File: src/rtl/dm_lane_unit.sv
// Data-memory byte-lane unit: store lane steering and byte enables in M,
// load sub-word extraction with a stall-safe read-data hold buffer in W.
module dm_lane_unit (
    input  logic        i_clk,
    input  logic        i_reset,
    input  logic        i_m_en,
    input  logic [3:0]  i_m_op,
    input  logic [31:0] i_m_addr,
    input  logic [31:0] i_m_wdata,
    input  logic        i_stall,
    input  logic        i_flush,
    output logic [31:0] o_dm_addr,
    output logic [3:0]  o_dm_be,
    output logic [31:0] o_dm_wdata,
    input  logic [31:0] i_dm_rdata,
    output logic        o_m_adel,
    output logic        o_m_ades,
    output logic        o_w_valid,
    output logic [31:0] o_w_ldata
);
    typedef enum logic [3:0] {
        OP_NONE = 4'd0,
        OP_LW   = 4'd1,
        OP_LH   = 4'd2,
        OP_LHU  = 4'd3,
        OP_LB   = 4'd4,
        OP_LBU  = 4'd5,
        OP_SW   = 4'd6,
        OP_SH   = 4'd7,
        OP_SB   = 4'd8
    } op_t;

    logic        w_is_load;
    logic        w_is_store;
    logic        w_mis;
    logic [3:0]  w_be_raw;
    logic [31:0] w_wdata;
    logic        w_adv;

    op_t         r_w_op;
    logic [1:0]  r_w_lo;
    logic        r_w_valid;
    logic        r_hold_valid;
    logic [31:0] r_hold_data;

    logic [31:0] w_src;
    logic [15:0] w_half;
    logic [7:0]  w_byte;
    logic [31:0] w_ext;

    always_comb begin
        w_is_load  = 1'b0;
        w_is_store = 1'b0;
        w_mis      = 1'b0;
        w_be_raw   = 4'b0000;
        w_wdata    = i_m_wdata;
        case (i_m_op)
            OP_LW: begin
                w_is_load = 1'b1;
                w_mis     = |i_m_addr[1:0];
            end
            OP_LH, OP_LHU: begin
                w_is_load = 1'b1;
                w_mis     = i_m_addr[0];
            end
            OP_LB, OP_LBU: begin
                w_is_load = 1'b1;
            end
            OP_SW: begin
                w_is_store = 1'b1;
                w_mis      = |i_m_addr[1:0];
                w_be_raw   = 4'b1111;
            end
            OP_SH: begin
                w_is_store = 1'b1;
                w_mis      = i_m_addr[0];
                w_be_raw   = i_m_addr[1] ? 4'b1100 : 4'b0011;
                w_wdata    = {2{i_m_wdata[15:0]}};
            end
            OP_SB: begin
                w_is_store = 1'b1;
                w_be_raw   = 4'b0001 << i_m_addr[1:0];
                w_wdata    = {4{i_m_wdata[7:0]}};
            end
            default: begin
                w_is_load  = 1'b0;
                w_is_store = 1'b0;
            end
        endcase
    end

    // A stalled store must not write; it commits on the cycle stall drops.
    assign o_dm_addr  = {i_m_addr[31:2], 2'b00};
    assign o_dm_wdata = w_wdata;
    assign o_dm_be    = (i_m_en && w_is_store && !w_mis && !i_stall)
                        ? w_be_raw : 4'b0000;
    assign o_m_adel   = i_m_en & w_is_load & w_mis;
    assign o_m_ades   = i_m_en & w_is_store & w_mis;
    assign w_adv      = i_m_en & w_is_load & ~w_mis & ~i_flush;

    always_ff @(posedge i_clk) begin
        if (i_reset) begin
            r_w_op       <= OP_NONE;
            r_w_lo       <= 2'b00;
            r_w_valid    <= 1'b0;
            r_hold_valid <= 1'b0;
            r_hold_data  <= 32'h0;
        end else if (i_stall) begin
            if (r_w_valid && !r_hold_valid) begin
                r_hold_data  <= i_dm_rdata;
                r_hold_valid <= 1'b1;
            end
        end else begin
            r_hold_valid <= 1'b0;
            if (w_adv) begin
                r_w_op    <= op_t'(i_m_op);
                r_w_lo    <= i_m_addr[1:0];
                r_w_valid <= 1'b1;
            end else begin
                r_w_op    <= OP_NONE;
                r_w_valid <= 1'b0;
            end
        end
    end

    // DM word is only on the bus the first W cycle; later cycles use the copy.
    assign w_src  = r_hold_valid ? r_hold_data : i_dm_rdata;
    assign w_half = r_w_lo[1] ? w_src[31:16] : w_src[15:0];
    assign w_byte = w_src[{r_w_lo, 3'b000} +: 8];

    always_comb begin
        case (r_w_op)
            OP_LW:   w_ext = w_src;
            OP_LH:   w_ext = {{16{w_half[15]}}, w_half};
            OP_LHU:  w_ext = {16'h0, w_half};
            OP_LB:   w_ext = {{24{w_byte[7]}}, w_byte};
            OP_LBU:  w_ext = {24'h0, w_byte};
            default: w_ext = 32'h0;
        endcase
    end

    assign o_w_valid = r_w_valid;
    assign o_w_ldata = r_w_valid ? w_ext : 32'h0;
endmodule
File: config.mk
export PLATFORM = sky130hd
export DESIGN_NAME = dm_lane_unit
export DESIGN_NICKNAME = d
export VERILOG_FILES = /design/src/rtl/dm_lane_unit.sv
export SDC_FILE = /design/constraint.sdc
export NUM_CORES = 1
export LEC_CHECK = 0
export ABC_AREA = 1
export BUFFER_PORTS_ARGS = -buffer_cell sky130_fd_sc_hd__clkbuf_2
export CORE_UTILIZATION = 35
export DETAILED_ROUTE_END_ITERATION = 7
export GPL_TIMING_DRIVEN = 0
export PLACE_DENSITY = 0.66
export SLEW_MARGIN = 30
export SYNTH_ARGS = -nofsm -noshare
export SYNTH_HDL_FRONTEND = slang
export SYNTH_SLANG_ARGS = --single-unit
File: constraint.sdc
create_clock -name i_clk -period 1.45 [get_ports i_clk]
set_clock_uncertainty 0.15 [all_clocks]
set_input_delay 0.0725 -clock i_clk [delete_from_list [all_inputs] [get_ports i_clk]]
set_output_delay 0.0725 -clock i_clk [all_outputs]
set_load 0.02 [all_outputs]
# Yosys cells after proc, flatten, opt, wreduce, memory -nomap -nowiden

Cells that the tools add are included.

Output and inout bits: 103
Logic and storage cells: 57
Bits in registers: 40

Bitwise logic cells: 9
Shift-type cells: 2
Reduce and logical (&&, ||, !) cells: 15
Equality and inequality tests: 13
Muxes and demuxes: 13

Operator list:

| operator            | number |
|---|---|
| $pmux 32 s5         | 1 |
| $mux 32             | 2 |
| $pmux 32 s2         | 1 |
| $shiftx 32x6->8     | 1 |
| $eq 4x3->1 const B  | 6 |
| $eq 4x2->1 const B  | 4 |
| $mux 16             | 1 |
| $mux 4              | 3 |
| $pmux 4 s3          | 1 |
| $eq 4x1->1 const B  | 2 |
| $and 1x1->1         | 6 |
| $reduce_or 2->1     | 3 |
| $reduce_or 3->1     | 2 |
| $reduce_or 5->1     | 1 |
| $eq 4x4->1 const B  | 1 |
| $logic_and 1x1->1   | 4 |
| $reduce_and 2->1    | 2 |
| $shl 1x2->4 const A | 1 |
| $logic_not 1->1     | 3 |
| $mux 1              | 3 |
| $not 1->1           | 3 |
| $pmux 1 s2          | 1 |

# Depth between registers and ports, before layout

Gate-level depths: netlist of run 1.

Word-level depth: 7
Depth in mapped cells: 10

# Worst setup path after synthesis of run 1

OpenSTA, ideal clock, no wires.

Path kind: register to output
Start: reg r_w_lo[1]
End: out o_w_ldata[2]
Path slack: -0.178 ns
Data arrival time: 1.405 ns
Buffers on the path: 2
Stages on the path, launching flop included: 8
Path through: dfxtp_1 buf_2 inv_2 clkbuf_1 nand2_1 nand3_1 nand3_1 a21oi_1

Longest elaborated chain between the ends: 3

RTL lines:

| item                                              | RTL line | RTL |
|---|---|---|
| from (decl)                                       | 41       | `logic [1:0] r_w_lo;` |
| from (signal assigned)                            | 117      | `r_w_lo <= i_m_addr[1:0];` |
| $shiftx 32x6->8 / $mux 16 (equally long branches) | 129, 128 |  |
| $pmux 32 s5 *                                     | 132      | `case (r_w_op)` |
| $mux 32 *                                         | 143      | `assign o_w_ldata = r_w_valid ? w_ext : 32'h0;` |
| to (decl)                                         | 19       | `output logic [31:0] o_w_ldata` |

Mark *: on every way between the ends. The rest lies on a longest branch, timed or not.

# Worst setup path after layout of run 1

Start: reg r_hold_valid
End: out o_w_ldata[14]

Longest elaborated chain between the ends: 4

RTL lines:

| item                                              | RTL line | RTL |
|---|---|---|
| from (decl)                                       | 43       | `logic r_hold_valid;` |
| from (signal assigned)                            | 106      | `r_hold_valid <= 1'b0;` |
| from (signal assigned)                            | 111      | `r_hold_valid <= 1'b1;` |
| from (signal assigned)                            | 114      | `r_hold_valid <= 1'b0;` |
| $mux 32 *                                         | 127      | `assign w_src = r_hold_valid ? r_hold_data : i_dm_rdata;` |
| $shiftx 32x6->8 / $mux 16 (equally long branches) | 129, 128 |  |
| $pmux 32 s5 *                                     | 132      |  |
| $mux 32 *                                         | 143      |  |

Marks and branches as above.

==> impl_metrics.json, run 1 <==
{
  "yosys-top-cells-area": "dfxtp_1 21%, nand2_1 21%, o21ai_0 8.6%",
  "clockBufferDepth": 2,
  "dp_hpwl_mm": 10.2,
  "clk_pin_slew_ns": 0.11,
  "max_slew_margin": 0.556,
  "ys_warn_count": 0,
  "grt_pass1_wl_mm": 22.3,
  "synth.yosys.seq_area_share": 0.215,
  "ys_ff_latch": 40,
  "hold-worst-slack_ns": 0.0658,
  "cts.sinks": 40,
  "timing.final.crit_share": 1.43,
  "drive_gt1_frac": 0.519,
  "tightest_slew_ns": 0.666,
  "boundaryPins": 208,
  "ant_nets": 0,
  "setup_viol_count_final": 50,
  "dr.pass1.iters": 6,
  "cts_buffers": 5,
  "drcViolationCount": 0,
  "ys.flop_type": "dfxtp_1",
  "worst_r2r_endpoint": "r_hold_data[2]$_SDFFE_PP0P_",
  "core_region_area_sq_mm": 0.0103,
  "fin_ws_ns": -0.625,
  "gr-total-overflow": 0,
  "dieHeight_um": 105,
  "crit_path_start_kind": "register",
  "holdCritPathClass": "input pin to register",
  "via_count": 5327,
  "antenna_found_initial": 0,
  "port_buffers": 175,
  "drt_wl_total_mm": 16.0,
  "htreeDepth": 2,
  "synth-async-reset-ratio": 0,
  "track_usage": 0.251,
  "num_rows": 37,
  "synth-simple-area-share": 0.343,
  "area_growth_pct": 90.2,
  "routed_via_density": 5.05,
  "ff2ff_path_depth": 6,
  "syn_area_per_cell_sq_um": 5.72,
  "nets": 1023,
  "violations": "setup timing",
  "r2r_slack_ns": -0.03,
  "hold_viol_final": 0,
  "max_freq_mhz": 482,
  "synth.distinct_cells": 28,
  "ir_drop_v": 0.000435,
  "finalPower_uw": 3500,
  "diodes": 0,
  "synth_top_family_by_area": "simple AND/OR/NAND/NOR gates",
  "r2r_start": "r_hold_valid$_SDFFE_PP0P_",
  "synth_common_cells": "205 x nand2_1, 82 x inv_1, 64 x o21ai_0",
  "p_per_area_mw_per_mm2": 494,
  "clock-root-buffer": "clkbuf_8",
  "endpoint": "o_w_ldata[14]",
  "seqCellArea_sq_um": 808,
  "dieArea_sq_mm": 0.0111,
  "grt_pass1_vias": 4712,
  "drtIter0Drc": 295,
  "cp_data_required_time_ns": 1.23,
  "rsz0062_at_grt": "true",
  "min_period_ns": 2.08,
  "syn_area_sq_mm": 0.00373,
  "grt_max_degree": 14,
  "yosys.area_share.adder": 0,
  "synth_cells": 651,
  "synthMuxAreaShare": 0.0242,
  "crit_start": "r_hold_valid$_SDFFE_PP0P_",
  "cts_tree": "built",
  "synth_edf_count": 0,
  "synth.most_common_cell": "nand2_1",
  "synth_top_cell_area_share": 0.215,
  "multiInputGateArea_sq_mm": 0.00277,
  "p_leak_uw": 0.00344,
  "fill_cells": 861,
  "critPathMaxFanout": 6,
  "slew_viol_final": 0,
  "status": "finished with violations",
  "yosys.area_share.xor_xnor": 0,
  "endpoint_kind": "output pin",
  "synth_compound_area_frac": 0.193,
  "post_drt_wl_per_cell_um": 15.1,
  "arrival_ns": 1.85,
  "netlist.top_cell.by_area": "dfxtp_1",
  "die_x_um": 105,
  "start_util": 0.361,
  "clock_latency_ns": 0.32,
  "gp_congestion": 0.893,
  "critical_path_class": "register to output pin",
  "drv_cap": 0
}
## how the worst min path moves through the flow
stage	end	cells past startpoint	slack [ns]	start
CTS	o_w_valid$_SDFFE_PP0N_	3	0.02	i_stall
finish	o_w_valid$_SDFFE_PP0N_	3	0.07	i_stall
detailed placement	o_w_valid$_SDFFE_PP0N_	2	0.12	i_reset
floorplan	o_w_valid$_SDFFE_PP0N_	1	-0.005	i_reset
global placement	o_w_valid$_SDFFE_PP0N_	2	0.12	i_reset
global route	o_w_valid$_SDFFE_PP0N_	3	0.09	i_stall
## kinds of logic (layout without fill, tap and decap cells)
logic type | count (synthesis) | count (layout)
other cells | 1 | 2
mux | 8 | 8
simple gates | 303 | 304
compound gates | 138 | 138
buf+inv | 161 | 427
flops | 40 | 40
## per-layer routing
layer  vias to the layer above  track usage  part of all wire
li1                       2577            -                 -
met1                      2451        0.314              0.39
met2                       263        0.437              0.50
met3                        36       0.0299             0.073
met4                         0       0.0926             0.031
met5                         -            0                 0
## sequential cells by signal (all words and copies together), names as in the netlist
register	flops
o_w_valid	1
r_w_op	4
r_hold_valid	1
r_hold_data	32
r_w_lo	2
## worst max-delay path, stage by stage, from the launching register on
cell and delay [ns]:
dfxtp_4 0.41, buf_12 0.16, clkbuf_16 0.15, nand2_1 0.09, nand2_2 0.09, buf_4 0.14, a22oi_2 0.25, a21oi_4 0.08
clkbuf_2 0.16
## area by class of cell
cell class,instances,share of cell area
multi-input cells,452,0.391
repair buffers,257,0.309
flip-flops and latches,40,0.114
plain buffers,75,0.0922
inverters,86,0.0500
well taps,136,0.0240
clock buffers,6,0.0102
clock inverters,2,0.00847
repair inverters,1,0.00106
## layout by cell type, fill, tap and decap left out, types with 2 or more instances in the layout
cell	count
clkbuf_1	5
buf_2	3
o21ai_2	30
dfxtp_1	36
conb_1	2
a21oi_4	15
clkbuf_2	115
nand2_1	151
o21a_1	4
a211oi_2	4
nand3_2	22
clkbuf_8	22
dfxtp_2	3
buf_12	6
buf_6	33
nand2_2	56
nor2_1	16
nand2_4	9
nor3_1	2
inv_1	64
a21oi_1	34
o21ai_1	35
buf_8	19
o21ai_0	11
clkinvlp_4	2
buf_4	88
a22oi_2	4
mux2_4	8
bufinv_16	2
nand3_1	41
clkbuf_16	7
inv_2	17
nand3_4	2
dlygate4sd3_1	38
## timing repair
action / 4_1_cts / 5_1_grt
hold buffers: 38 / 0
pin swaps: 13 / 35
resized for setup: 142 / 258
cloned: 2 / 9
hold endpoints to repair: 38 / 0
setup buffers: 15 / 20
endpoints found under the setup margin: 79 / 93
## through the flow
step	setup TNS [ns]	instances	utilization	instance area, sq um	setup WS (ns)
3_5_place_dp	-11.94	963	0.485	5000	-0.382
4_1_cts	-16.88	1026	0.600	6190	-0.580
6_report	-17.99	1055	0.686	7090	-0.625
3_3_place_gp	-11.99	963	0.485	5000	-0.377
5_1_grt	-22.26	1055	0.686	7090	-0.683
2_1_floorplan	-0.0459	652	-	3960	-0.0173
## where the power goes
part	internal (uW)	total (uW)	switching, uW
registers	1110	1120	7.81
logic	582	1230	650
clock network	690	1160	465
total	2380	3500	1120
(Power assumes the default switching activity.)
==> inputs of run 2 (changes only) <==
--- a/config.mk
+++ b/config.mk
@@ -10,8 +10,9 @@
 export CORE_UTILIZATION = 35
 export DETAILED_ROUTE_END_ITERATION = 7
 export GPL_TIMING_DRIVEN = 0
-export PLACE_DENSITY = 0.66
+export PLACE_DENSITY = 0.64
 export SLEW_MARGIN = 30
 export SYNTH_ARGS = -nofsm -noshare
 export SYNTH_HDL_FRONTEND = slang
 export SYNTH_SLANG_ARGS = --single-unit
+export TNS_END_PERCENT = 20
==> constraint.sdc (replaced) <==
create_clock -name i_clk -period 2 [get_ports i_clk]
set_clock_uncertainty 0.15 [all_clocks]
set_input_delay 0.1 -clock i_clk [delete_from_list [all_inputs] [get_ports i_clk]]
set_output_delay 0.1 -clock i_clk [all_outputs]
set_load 0.02 [all_outputs]
==> run 2 against run 1 <==
  * The flow still finishes with violations (setup timing)
  * Sequential cell count unchanged
  * Die area did not move
  * Wire length down 13%
  * Clock power fell by 47%
  * Sequential share of layout area up 2.3 points
  * Utilization down 12 points
  * Total power is 40% lower
  * Critical path depth grew 3
  * Worst hold slack got worse by 0.055 ns
  * Register-to-register slack better by 0.34 ns
  * Final cell count down 2.7%
==> impl_metrics.json, run 2 (synthesis gave the netlist of run 1 again) <==
{
  "status": "finished with violations",
  "violations": "setup timing",
  "layout_common_cells": "184 x nand2_1, 143 x clkbuf_2, 79 x buf_4",
  "nets": 995,
  "htreeDepth": 2,
  "switchingPower_uw": 702,
  "slew_viol_final": 0,
  "clockBufferDepth": 2,
  "cts_tree": "built",
  "diodes": 0,
  "drive_gt1_frac": 0.397,
  "drtIter0Drc": 326,
  "top_register": "r_hold_data",
  "grt_pass1_wl_mm": 21.6,
  "dpl_worst_slack_ns": -0.0247,
  "power.internal_uw": 1410,
  "fill_cells": 1076,
  "p_leak_uw": 0.00306,
  "antenna_found_initial": 0,
  "gr-total-overflow": 0,
  "endpoint": "o_w_ldata[30]",
  "grt_pass1_vias": 4471,
  "port_buffers": 175,
  "dieHeight_um": 105,
  "placed_cells_incl_taps": 963,
  "dieArea_sq_mm": 0.0111,
  "crit_path_start_kind": "register",
  "largest_reg_flops": 32,
  "crit_start": "r_hold_valid$_SDFFE_PP0P_",
  "hold_viol_final": 0,
  "final_common_cell": "nand2_1",
  "worst_r2r_endpoint": "r_hold_data[25]$_SDFFE_PP0P_",
  "sw_frac_of_total": 0.332,
  "area_growth_pct": 58.3,
  "fin_ws_ns": -0.0650,
  "ant_nets": 0,
  "tightest_slew_ns": 0.612,
  "boundaryPins": 208,
  "finalSetupTns_ns": -1.15,
  "cts.sinks": 40,
  "clkPwrFrac": 0.289,
  "seqPwrFrac": 0.382,
  "max_freq_mhz": 484,
  "fin_util": 0.571,
  "drv_cap": 0,
  "holdCritPathClass": "input pin to register",
  "timing.final.crit_share": 1.03,
  "routed_via_density": 4.84,
  "track_usage": 0.243,
  "cp_data_required_time_ns": 1.75,
  "fin_cells": 1026,
  "cts_buffers": 5,
  "ir_drop_v": 0.000224,
  "min_period_ns": 2.06,
  "critPathMaxFanout": 10,
  "gp_congestion": 0.890,
  "core_region_area_sq_mm": 0.0103,
  "dp_hpwl_mm": 10.2,
  "final_area_sq_mm": 0.00590,
  "setup_viol_count_final": 31,
  "clock_latency_ns": 0.29,
  "drcViolationCount": 0,
  "critical_path_class": "register to output pin",
  "rsz0062_at_grt": "true",
  "endpoint_kind": "output pin",
  "p_per_area_mw_per_mm2": 359,
  "combPwrFrac": 0.329,
  "die_x_um": 105,
  "arrival_ns": 1.81,
  "drt_wl_total_mm": 13.9,
  "num_rows": 37,
  "r2r_start": "o_w_valid$_SDFFE_PP0N_",
  "ff2ff_path_depth": 5,
  "placed_area_sq_mm": 0.00478,
  "r2r_slack_ns": 0.31,
  "largest_registers": "r_hold_data: 32 flops, r_w_op: 4 flops, r_w_lo: 2 flops",
  "max_slew_margin": 0.592,
  "clk_pin_slew_ns": 0.08,
  "post_drt_wl_per_cell_um": 13.6,
  "start_util": 0.361,
  "dr.pass1.iters": 7,
  "via_count": 4963,
  "grt_max_degree": 12,
  "clock-root-buffer": "clkbuf_8"
}
[run 2: cell count changes in the layout (fill, tap and decap cells not counted), moves of 21 or more]
cell,delta
clkbuf_2,+28
nand2_1,+33
o21ai_2,-28
nand2_2,-29
o21ai_1,-21
o21ai_0,+49
buf_6,-29
[run 2: worst max-delay path, cell delays in order, from the launching register on]
cell and delay [ns]:
dfxtp_4 0.37, buf_4 0.15, nand2_2 0.10, nand3_2 0.11
nand3_2 0.08, nand2_2 0.10, nand2_4 0.13, buf_12 0.16
nand3_1 0.07, nand2_1 0.06, inv_1 0.04, buf_4 0.15
[run 2: what timing repair did]
| action | in CTS | in global routing |
|---|---|---|
| hold buffers | 35 | 0 |
| pin swaps | 16 | 11 |
| setup endpoints to repair | 32 | 42 |
| gates resized for setup | 112 | 56 |
| setup buffers | 14 | 5 |
| hold endpoints to repair | 35 | 0 |
| cloned | 1 | 1 |
[run 2: power groups by stage]
stage | sequential (uW) | combinational (uW) | clock (uW)
floorplan | 827 | 375 | 0
global placement | 828 | 597 | 0
detailed placement | 828 | 598 | 0
CTS | 808 | 681 | 614
global route | 810 | 756 | 645
finish | 809 | 696 | 611
[run 2: worst min path at each step]
stage	from	slack (ns)	depth (start not counted)	endpoint
after global routing	i_stall	0.05	3	o_w_valid$_SDFFE_PP0N_
after CTS	i_dm_rdata[1]	0.004	3	r_hold_data[1]$_SDFFE_PP0P_
after detailed placement	i_reset	0.14	2	o_w_valid$_SDFFE_PP0N_
after floorplan	i_reset	0.02	1	o_w_valid$_SDFFE_PP0N_
after global placement	i_reset	0.13	2	o_w_valid$_SDFFE_PP0N_
final	i_dm_rdata[1]	0.01	3	r_hold_data[1]$_SDFFE_PP0P_
[run 2: routing by layer]
metal	part of all wire	up-vias	global-route usage
met3	0.067	28	0.0356
li1	-	2514	-
met5	0	-	0
met2	0.49	225	0.418
met4	0.021	0	0.0744
met1	0.42	2196	0.310
[run 2: cell type report]
type | count | area (sq um) | area share
clock buffers | 7 | 96.3 | 0.0163
repair buffers | 231 | 1580 | 0.267
well taps | 136 | 170 | 0.0289
inverters | 86 | 333 | 0.0564
plain buffers | 75 | 587 | 0.0995
multi-input cells | 451 | 2330 | 0.395
flip-flops and latches | 40 | 807 | 0.137
[run 2: through the flow]
step                      hold slack (ns)  power, uW
after detailed placement            0.135       1430
after global placement              0.126       1430
after global routing               0.0457       2210
after CTS                         0.00375       2100
final                              0.0108       2120
after floorplan                    0.0224       1200
